<file path="src/rtl/uart_tx_if.sv">
// uart_tx_if: byte-queue handshake between a queue head (master) and the UART transmitter (slave)
interface uart_tx_if;
   logic       in_available;
   logic [7:0] in_data;
   logic       in_ack;
   modport master(output in_available, output in_data, input in_ack);
   modport slave(input in_available, input in_data, output in_ack);
endinterface

</file>
<file path="src/rtl/uart_tx.sv">
// uart_tx: drains a byte queue and sends each byte as an 8N1 frame, idle-high line
module uart_tx #(
   parameter int CLKS_PER_BIT = 104
) (
   input  logic       clk,
   input  logic       rst_n,
   uart_tx_if.slave   q,
   output logic       tx,
   output logic       busy
);
   localparam int CW = CLKS_PER_BIT > 2 ? $clog2(CLKS_PER_BIT) : 1;
   localparam logic [CW-1:0] LAST = CW'(CLKS_PER_BIT - 1);
   typedef enum logic [1:0] {IDLE, START, DATA, STOP} state_t;
   state_t        state;
   logic [7:0]    shift;
   logic [2:0]    idx;
   logic [CW-1:0] cnt;
   logic          eob;
   if (CLKS_PER_BIT < 2 || CLKS_PER_BIT > 65535) begin : g_bad_cfg
      $error("uart_tx: CLKS_PER_BIT must be within 2..65535");
   end
   assign eob = cnt == LAST;
   // the pop is combinational so the queue sees it in the same cycle the byte is latched
   assign q.in_ack = rst_n && state == IDLE && q.in_available;
   always_ff @(posedge clk)
      if (!rst_n) begin
         state <= IDLE;
         tx    <= 1'b1;
         busy  <= 1'b0;
         shift <= '0;
         idx   <= '0;
         cnt   <= '0;
      end else
         case (state)
            IDLE: if (q.in_available) begin
               shift <= q.in_data;
               cnt   <= '0;
               state <= START;
               tx    <= 1'b0;
               busy  <= 1'b1;
            end
            START: if (eob) begin
               cnt   <= '0;
               idx   <= '0;
               state <= DATA;
               tx    <= shift[0];
            end else cnt <= cnt + 1'b1;
            DATA: if (eob) begin
               cnt   <= '0;
               shift <= shift >> 1;
               idx   <= idx + 3'd1;
               state <= idx == 3'd7 ? STOP : DATA;
               tx    <= idx == 3'd7 ? 1'b1 : shift[1];
            end else cnt <= cnt + 1'b1;
            STOP: if (eob) begin
               cnt   <= '0;
               state <= IDLE;
               busy  <= 1'b0;
            end else cnt <= cnt + 1'b1;
         endcase
endmodule

</file>
<file path="src/flat_wrapper.sv">
// flat-port wrapper written by rule: the top's interface ports become plain ports
module uart_tx_flat 
#(
   parameter int CLKS_PER_BIT = 104
)
  (clk, rst_n, tx, busy, q_in_available, q_in_data, q_in_ack);
  uart_tx_if q_i ();
  input  logic clk;
  input  logic rst_n;
  output logic tx;
  output logic busy;
  input wire logic [$bits(q_i.in_available)-1:0] q_in_available;
  input wire logic [$bits(q_i.in_data)-1:0] q_in_data;
  output wire logic [$bits(q_i.in_ack)-1:0] q_in_ack;
  assign q_i.in_available = q_in_available;
  assign q_i.in_data = q_in_data;
  assign q_in_ack = q_i.in_ack;
  uart_tx #(.CLKS_PER_BIT(CLKS_PER_BIT)) u_core (.clk(clk), .rst_n(rst_n), .q(q_i), .tx(tx), .busy(busy));
endmodule
</file>
<file path="config.mk">
export PLATFORM = sky130hd
export DESIGN_NAME = uart_tx_flat
export DESIGN_NICKNAME = d
export VERILOG_FILES = /design/src/rtl/uart_tx_if.sv /design/src/rtl/uart_tx.sv /design/src/flat_wrapper.sv
export SDC_FILE = /design/constraint.sdc
export NUM_CORES = 1
export LEC_CHECK = 0
export BUFFER_PORTS_ARGS = -buffer_cell sky130_fd_sc_hd__buf_2
export CAP_MARGIN = 30
export CORE_ASPECT_RATIO = 1.75
export CORE_MARGIN = 2
export CORE_UTILIZATION = 45
export DETAILED_ROUTE_END_ITERATION = 7
export PLACE_DENSITY = 0.66
export RECOVER_POWER = 50
export SETUP_SLACK_MARGIN = 0.15
export SLEW_MARGIN = 20
export SYNTH_ARGS = -nofsm -noshare
export SYNTH_HDL_FRONTEND = slang
export SYNTH_SLANG_ARGS = --single-unit
</file>
<file path="constraint.sdc">
create_clock -name clk -period 1.6 [get_ports clk]
set_clock_uncertainty 0.05 [all_clocks]
set_input_delay 0.24 -clock clk [delete_from_list [all_inputs] [get_ports clk]]
set_output_delay 0.24 -clock clk [all_outputs]
set_load 0.1 [all_outputs]
</file>
==> qor.csv, run 1 <==
metric;value;unit
antenna_found_initial;0;
fin_crit_sh;100.5;%
fin_ws;-8.258;ps
dieArea;3274;µm²
diodes;0;
gp_congestion;0.8103;
hpwl;2367;µm
insertion_delay;260;ps
viasPerCell;6.127;
placed_area;1489;µm²
vdd.ir_drop.worst;1.087;mV
violations;setup timing;
cp.required;1750;ps
io_buffers;13;
firstDrtPassIters;4;
wl_per_cell;15.67;µm
cp_data_arrival_time;1750;ps
first_iter_violations;29;
syn-cell-area;1267;µm²
synthArstFlopShare;0;%
yosysSeqAreaShare;34.75;%
crit_fanout;5;
clock_sinks;22;
initial_core_util;47.12;%
fin_area;1758;µm²
postRouteWirelength;3337;µm
yosys_warnings;0;
grt_overflow;0;
min_period;1608;ps
utilization;65.35;%
ys_ff_latch;22;
synth_fp_nets;173;
cts_tree;done;
cts_hold_buf;0;
p_leak;0.7014;nW
vias;1305;
synth_common_cells;dfxtp_1, a21oi_1, o21ai_0, nand2_1, ha_1;
nets;207;
cp_cell_sequence;inv_4 -> ha_4 -> buf_12 -> buf_4 -> or4b_4 -> a21oi_2;
reg2regPathDepth;6;
synth_enable_flop_cells;0;
status;complete, but fails checks;
cts_buffer_depth;2;
die_h;74.21;µm
synth.distinct_cells;33;
drv_slew;0;
power;3.100;mW
max_cap_viol_count;0;
syn-mean-instance-area;8.284;µm²
tightest_slew;484.3;ps
cpPeakStageDelay;480;ps
synth_most_common_cell;dfxtp_1;
final_antenna_net_count;0;
core-area;2690;µm²
grtUsageTotal;21.44;%
synth_top_area_share;34.75;%
synthCells;153;
fmax;621.8;MHz
synth_area_leaders;dfxtp_1, ha_1, a21oi_1, o21ai_0, nand4b_1;
setup_viol;2;
cp_slowest_cell;or4b_4;
synth_flop_cell;dfxtp_1;
hp-class;in2reg;
critical_path_class;reg2reg;
die_w;44.12;µm
drc;0;
end_kind;flip-flop;
layout-drive-gt1-share;39.78;%
synth_top_area_cell;dfxtp_1;
cts_buffers;3;
num_rows;25;
area_growth;38.70;%
io_pins;14;
grt_pass1_vias;1238;
rsz0062_at_grt;true;
final_hold_viol_count;0;
grt_max_degree;16;
clk_pin_slew_worst_paths;80;ps
slew_headroom;67.94;%
clockRootBuffer;clkbuf_8;
whs_path_depth;3;
powerDensity;1763;nW/µm²
grt_pass1_wl;5340;µm
htree_num_levels;1;
start_kind;flip-flop;
==> cell type report <==
class                   count  area (µm²)
clock buffers               4       55.05
well taps                  27       33.78
flip-flops and latches     22       451.7
multi-input cells         116       883.3
inverters                   4       20.02
repair buffers             40       314.1
fillers                   226       932.1
==> state kept, by name, summed over array words and instances, names as in the netlist <==
| signal | flops |
|---|---|
| u_core.idx | 3 |
| u_core.cnt | 7 |
| u_core.state | 2 |
| u_core.shift | 8 |
| u_core.busy | 1 |
| u_core.tx | 1 |
==> critical path: cells and delay by family, from the launching register on <==
family	cells	cell delay, ps
flops	1	390
compound gates	1	130
simple gates	1	480
buf+inv	3	330
fa+ha+maj	1	160
==> through the flow <==
| stage | instances | worst slack (ps) | TNS (ps) | hold WS (ps) |
|---|---|---|---|---|
| 2_1_floorplan | 153 | 75.49 | 0 | 327.7 |
| 3_3_place_gp | 196 | 2.977 | 0 | 415.5 |
| 3_5_place_dp | 196 | -34.33 | -40.20 | 430.6 |
| 4_1_cts | 210 | -11.64 | -16.75 | 238.7 |
| 5_1_grt | 213 | -48.56 | -92.81 | 246.2 |
| 6_report | 213 | -8.258 | -14.49 | 245.9 |
==> report_power, final <==
| part | switching, mW | internal (mW) | total (mW) | leakage, nW |
|---|---|---|---|---|
| Combinational | 0.915 | 0.894 | 1.81 | 0.489 |
| Clock | 0.181 | 0.219 | 0.400 | 0.0288 |
| Sequential | 0.158 | 0.733 | 0.891 | 0.183 |
| Total | 1.25 | 1.85 | 3.10 | 0.701 |
==> cell families (layout without fill, tap and decap cells) <==
| family | count (synthesis) | in the layout | share of synthesized area [%] |
|---|---|---|---|
| flip-flops | 22 | 22 | 34.75 |
| multiplexers | 2 | 2 | 1.580 |
| adder cells (fa/ha/maj) | 9 | 9 | 8.885 |
| AND/OR/NAND/NOR | 50 | 50 | 23.89 |
| AO/OA/AOI/OAI | 55 | 55 | 26.06 |
| buffers and inverters | 15 | 48 | 4.837 |
==> final timing paths <==
path	slack, ps	to	startpoint
worst min register to register	440	u_core.idx[1]$_SDFFE_PN0P_	u_core.idx[1]$_SDFFE_PN0P_
worst max-delay path	-8	u_core.cnt[3]$_SDFFE_PN0P_	u_core.state[0]$_SDFFE_PN0P_
worst min-delay path	250	u_core.shift[2]$_SDFFE_PN0P_	q_in_data[2]
worst max register to register	-8	u_core.cnt[3]$_SDFFE_PN0P_	u_core.state[0]$_SDFFE_PN0P_
==> per-layer routing <==
metal	track usage, %	vias to the layer above	wire [µm]
met4	9.428	0	120
met3	3.155	9	128
met5	0	-	0
li1	-	634	-
met2	38.56	33	1772
met1	24.29	629	1316
==> cells in the final DEF (no fill, tap or decap), types with 5 or more instances in the layout <==
cell type	synthesis	routed
buf_2	4	12
a21oi_1	21	17
o221ai_1	7	7
nand3_1	6	6
dfxtp_1	22	17
o21ai_0	16	15
buf_6	0	5
nand4b_1	8	8
ha_1	9	6
buf_4	0	21
nand2_1	10	9
==> repair_timing <==
action,in CTS,in global routing
buffers inserted,10,3
resized for setup,15,16
setup endpoints to repair,21,20
pin swaps,4,7
No activity file was read; power rests on OpenSTA's default activity.
==> run 2: changes to the inputs <==
--- a/config.mk
+++ b/config.mk
@@ -8,8 +8,9 @@
 export BUFFER_PORTS_ARGS = -buffer_cell sky130_fd_sc_hd__buf_2
 export CAP_MARGIN = 30
 export CORE_ASPECT_RATIO = 1.75
-export CORE_MARGIN = 2
+export CORE_MARGIN = 1
 export CORE_UTILIZATION = 45
+export CTS_BUF_LIST = sky130_fd_sc_hd__clkbuf_4 sky130_fd_sc_hd__clkbuf_8
 export DETAILED_ROUTE_END_ITERATION = 7
 export PLACE_DENSITY = 0.66
 export RECOVER_POWER = 50
==> qor.csv, run 2 (synthesized netlist as in run 1, its figures left out) <==
metric;value;unit;change
status;complete, but fails checks;;unchanged
violations;setup timing;;unchanged
clock_sinks;22;;unchanged
clk_pin_slew_worst_paths;80;ps;about the same
grt_pass1_wl;6154;µm;was 5340 µm
crit_start;u_core.state[0]$_SDFFE_PN0P_;;unchanged
largest_register;u_core.shift;;unchanged
regArea;450.4;µm²;was 451.7 µm²
final_antenna_net_count;0;;unchanged
final_hold_viol_count;0;;unchanged
io_buffers;13;;unchanged
num_rows;25;;unchanged
nFillCells;201;;was 226
fmax;622.5;MHz;was 621.8 MHz
gp_congestion;0.8753;;was 0.8103
grt_pass1_vias;1391;;was 1238
max_cap_viol_count;0;;unchanged
diodes;0;;unchanged
cts_buffer_depth;2;;unchanged
rsz0062_at_grt;true;;unchanged
multi_input_area;955.9;µm²;was 883.3 µm²
powerDensity;1831;nW/µm²;was 1763 nW/µm²
initial_core_util;47.12;%;unchanged
r2r_slack;0;ps;was -8 ps
crit_fanout;4;;was 5
wl_per_cell;18.09;µm;was 15.67 µm
grtUsageTotal;26.10;%;was 21.44%
largest_register_ffs;8;;unchanged
fin_cells;219;;was 213
mostFrequentLayoutCells;buf_4, dfxtp_1, a21oi_1, o21ai_0, buf_6;;was buf_4, a21oi_1, dfxtp_1, o21ai_0, buf_2
reg2reg_from;u_core.cnt[0]$_SDFFE_PN0P_;;was u_core.state[0]$_SDFFE_PN0P_
viasPerCell;6.315;;was 6.127
hp-class;in2reg;;unchanged
insertion_delay;260;ps;about the same
final_common_cell;buf_4;;unchanged
drv_slew;0;;unchanged
reg2regPathDepth;5;;was 6
fin_area;1897;µm²;was 1758 µm²
crit_end;q_in_ack;;was u_core.cnt[3]$_SDFFE_PN0P_
die_w;42.12;µm;was 44.12 µm
min_period;1607;ps;was 1608 ps
vdd.ir_drop.worst;1.414;mV;was 1.087 mV
io_pins;14;;unchanged
power;3.473;mW;was 3.100 mW
core-area;2690;µm²;unchanged
largestRegisters;u_core.shift (8), u_core.cnt (7), u_core.idx (3);;unchanged
grt_max_degree;16;;unchanged
setup_viol;2;;unchanged
clockRootBuffer;clkbuf_8;;unchanged
p_leak;0.7401;nW;was 0.7014 nW
tightest_slew;550.7;ps;was 484.3 ps
dp_slack;-11.71;ps;was -34.33 ps
timing.hold.ws;223.1;ps;was 245.9 ps
die_h;72.21;µm;was 74.21 µm
htree_num_levels;1;;unchanged
layout-drive-gt1-share;47.92;%;was 39.78%
first_iter_violations;38;;was 29
cts_buffers;3;;unchanged
cp.required;1310;ps;was 1750 ps
area_growth;49.65;%;was 38.70%
dp.cells;198;;was 196
critical_path_class;reg2out;;was reg2reg
vias;1383;;was 1305
dieArea;3041;µm²;was 3274 µm²
grt_overflow;0;;unchanged
fin_setup_tns;-11.34;ps;was -14.49 ps
postRouteWirelength;3961;µm;was 3337 µm
fin_crit_sh;100.4;%;was 100.5%
cts_tree;done;;unchanged
fin_ws;-6.518;ps;was -8.258 ps
slew_headroom;63.44;%;was 67.94%
antenna_found_initial;0;;unchanged
cp_data_arrival_time;1320;ps;was 1750 ps
reg2reg_to;u_core.cnt[3]$_SDFFE_PN0P_;;unchanged
hpwl;2359;µm;was 2367 µm
firstDrtPassIters;4;;unchanged
placed_area;1491;µm²;was 1489 µm²
nets;213;;was 207
utilization;70.51;%;was 65.35%
start_kind;flip-flop;;unchanged
drc;0;;unchanged
end_kind;output pin;;was flip-flop
run 2: cell types whose count changed in the layout (fill, tap and decap cells not counted), moves of 2 or more:
cell / previous run / this run
buf_2: 12 / 10
clkbuf_2: 0 / 2
a21oi_1: 17 / 14
o21ai_0: 15 / 13
a21oi_2: 4 / 7
o221ai_2: 0 / 7
buf_6: 5 / 11
o221ai_1: 7 / 0
o21ai_1: 1 / 3
run 2: worst min path at each step:
stage / startpoint / endpoint / slack, ps / cells past startpoint
2_1_floorplan: rst_n / u_core.shift[3]$_SDFFE_PN0P_ / 330 / 2
6_report: q_in_data[2] / u_core.shift[2]$_SDFFE_PN0P_ / 220 / 3
4_1_cts: q_in_data[5] / u_core.shift[5]$_SDFFE_PN0P_ / 230 / 3
3_3_place_gp: u_core.idx[1]$_SDFFE_PN0P_ / u_core.idx[1]$_SDFFE_PN0P_ / 420 / 2
3_5_place_dp: u_core.idx[2]$_SDFFE_PN0P_ / u_core.idx[2]$_SDFFE_PN0P_ / 430 / 2
5_1_grt: q_in_data[5] / u_core.shift[5]$_SDFFE_PN0P_ / 230 / 3
run 2: routing by layer:
| layer | routed length (µm) | GRT usage [%] | part of all wire (%) | up-vias |
|---|---|---|---|---|
| met5 | 0 | 0 | 0 | - |
| met4 | 223 | 15.97 | 5.6 | 0 |
| met3 | 139 | 2.736 | 3.5 | 24 |
| met2 | 2160 | 49.48 | 55 | 46 |
| met1 | 1438 | 26.54 | 36 | 664 |
| li1 | - | - | - | 649 |
run 2: cell type report:
class | instances | area share, %
multi-input cells | 116 | 50.40
flip-flops and latches | 22 | 23.75
repair buffers | 46 | 20.12
clock buffers | 4 | 2.902
well taps | 27 | 1.781
inverters | 4 | 1.055
run 2: critical path, stage by stage, from the launching register on:
cell	delay, ps
dfxtp_4	400
inv_4	50
ha_4	170
buf_6	110
and3_4	160
buf_12	160
run 2: repair_timing:
action                                  CTS  global route
hold buffers                              0             0
endpoints found under the setup margin   20            20
buffers inserted                         12             5
gates cloned                              0             0
gates resized for setup                  32            22
pin swaps                                 8            17
run 2: power by group:
group          switching (mW)  internal, mW  total (mW)
sequential              0.180         0.731       0.911
combinational            1.10          1.06        2.17
clock                   0.176         0.219       0.395
==> run 3: changes to the inputs <==
--- a/config.mk
+++ b/config.mk
@@ -9,10 +9,9 @@
 export CAP_MARGIN = 30
 export CORE_ASPECT_RATIO = 1.75
 export CORE_MARGIN = 1
-export CORE_UTILIZATION = 45
+export CORE_UTILIZATION = 42
 export CTS_BUF_LIST = sky130_fd_sc_hd__clkbuf_4 sky130_fd_sc_hd__clkbuf_8
 export DETAILED_ROUTE_END_ITERATION = 7
-export PLACE_DENSITY = 0.66
 export RECOVER_POWER = 50
 export SETUP_SLACK_MARGIN = 0.15
 export SLEW_MARGIN = 20
==> qor.csv, run 3 (synthesized netlist as in run 1, its figures left out) <==
metric;value;unit;change
power;3.368;mW;was 3.473 mW
fin_ws;-15.42;ps;was -6.518 ps
mostFrequentLayoutCells;buf_4, a21oi_1, dfxtp_1, buf_2;;was buf_4, dfxtp_1, a21oi_1, o21ai_0, buf_6
wl_per_cell;17.12;µm;was 18.09 µm
clock_sinks;22;;unchanged
gr-usage-met3;2.878;%;was 2.736%
cpPeakStageDelay;520;ps;was 400 ps
io_pins;14;;unchanged
largest_register;u_core.shift;;unchanged
nFillCells;260;;was 201
fin_crit_sh;101.0;%;was 100.4%
htree_num_levels;1;;unchanged
cp.required;1750;ps;was 1310 ps
cts_buffers;3;;unchanged
first_iter_violations;33;;was 38
crit_fanout;5;;was 4
start_kind;flip-flop;;unchanged
insertion_delay;270;ps;was 260 ps
cts_tree;done;;unchanged
drc;0;;unchanged
rsz0062_at_grt;true;;unchanged
antenna_found_initial;0;;unchanged
grt_util_met2;41.75;%;was 49.48%
top_usage_layer;met2;;unchanged
hp-class;in2reg;;unchanged
diodes;0;;unchanged
nets;210;;was 213
grt_pass1_vias;1319;;was 1391
drv_slew;0;;unchanged
grt_pass1_wl;5871;µm;was 6154 µm
powerDensity;1804;nW/µm²;was 1831 nW/µm²
status;complete, but fails checks;;unchanged
min_period;1615;ps;was 1607 ps
final_antenna_net_count;0;;unchanged
clockRootBuffer;clkbuf_8;;unchanged
core-area;2895;µm²;was 2690 µm²
cts_buffer_depth;2;;unchanged
setup_viol;1;;was 2
grtUsageTotal;24.01;%;was 26.10%
grt_overflow;0;;unchanged
die_w;43.53;µm;was 42.12 µm
utilization;64.48;%;was 70.51%
layout-drive-gt1-share;44.44;%;was 47.92%
largestRegisters;u_core.shift (8), u_core.cnt (7), u_core.idx (3);;unchanged
violations;setup timing;;unchanged
placed_area;1485;µm²;was 1491 µm²
grt_util_met1;26.84;%;was 26.54%
final_hold_viol_count;0;;unchanged
postRouteWirelength;3715;µm;was 3961 µm
critical_path_class;reg2reg;;was reg2out
dieArea;3250;µm²;was 3041 µm²
timing.hold.ws;235.2;ps;was 223.1 ps
p_leak;0.7550;nW;was 0.7401 nW
cts_hold_buf;0;;unchanged
grt_max_degree;16;;unchanged
max_cap_viol_count;0;;unchanged
hpwl;2363;µm;was 2359 µm
io_buffers;13;;unchanged
fmax;619.0;MHz;was 622.5 MHz
end_kind;flip-flop;;was output pin
num_rows;26;;was 25
cp_cell_sequence;ha_4 -> and3_4 -> and2_4 -> or4b_4 -> a21oi_2;;was inv_4 -> ha_4 -> buf_6 -> and3_4 -> buf_12
vdd.ir_drop.worst;1.030;mV;was 1.414 mV
gp_congestion;0.8266;;was 0.8753
area_growth;47.29;%;was 49.65%
cp_slowest_cell;or4b_4;;was dfxtp_4
clk_pin_slew_worst_paths;80;ps;about the same
slew_headroom;67.38;%;was 63.44%
die_h;74.67;µm;was 72.21 µm
fin_area;1867;µm²;was 1897 µm²
initial_core_util;43.78;%;was 47.12%
cp_data_arrival_time;1770;ps;was 1320 ps
tightest_slew;492.6;ps;was 550.7 ps
largest_register_ffs;8;;unchanged
vias;1300;;was 1383
final_common_cell;buf_4;;unchanged
firstDrtPassIters;4;;unchanged
viasPerCell;5.991;;was 6.315
==> run 3: final timing paths <==
| path | slack (ps) | to | startpoint | cells after the start |
|---|---|---|---|---|
| min reg2reg | 440 | u_core.idx[1]$_SDFFE_PN0P_ | u_core.idx[1]$_SDFFE_PN0P_ | 2 |
| max reg2reg | -20 | u_core.cnt[3]$_SDFFE_PN0P_ | u_core.cnt[0]$_SDFFE_PN0P_ | 5 |
| max | -20 | u_core.cnt[3]$_SDFFE_PN0P_ | u_core.cnt[0]$_SDFFE_PN0P_ | 5 |
| min | 240 | u_core.shift[5]$_SDFFE_PN0P_ | q_in_data[5] | 3 |
==> run 3: metal layers <==
metal | wire [µm] | part of all wire (%) | vias up
met2 | 2030 | 55 | 26
met3 | 93 | 2.5 | 10
met4 | 110 | 3.0 | 0
li1 | - | - | 639
met1 | 1481 | 40 | 625
met5 | 0 | 0 | -
==> run 3: cell type report <==
class,count,area (µm²),area share (%)
Timing Repair Buffer,43,371.6,19.91
Clock buffer,4,55.05,2.949
Tap cell,28,35.03,1.877
Inverter,4,17.52,0.9383
Multi-Input combinational cell,116,938.4,50.27
Sequential cell,22,449.2,24.06
==> run 3: report_power, final <==
group,internal [mW],switching [mW]
combinational,1.06,1.02
clock,0.220,0.186
sequential,0.729,0.154
total,2.01,1.36
==> run 3: metrics by stage <==
| stage | worst slack, ps | instances | TNS [ps] |
|---|---|---|---|
| 2_1_floorplan | 75.49 | 153 | 0 |
| 3_3_place_gp | -46.10 | 198 | -313.5 |
| 3_5_place_dp | -143.2 | 198 | -1201 |
| 4_1_cts | 5.185 | 214 | 0 |
| 5_1_grt | -50.66 | 217 | -172.9 |
| 6_report | -15.42 | 217 | -15.42 |
==> run 3: worst max-delay path, delay by kind of cell (launching register included) <==
family                   cells  cell delay (ps)
AND/OR/NAND/NOR              3              840
flip-flops                   1              360
AO/OA/AOI/OAI                1              130
adder cells (fa/ha/maj)      1              170
==> run 3: what timing repair did <==
action,CTS,global route
setup endpoints to repair,22,22
gates resized for setup,30,28
pin swaps,10,13
cloned,1,0
buffers inserted,11,3
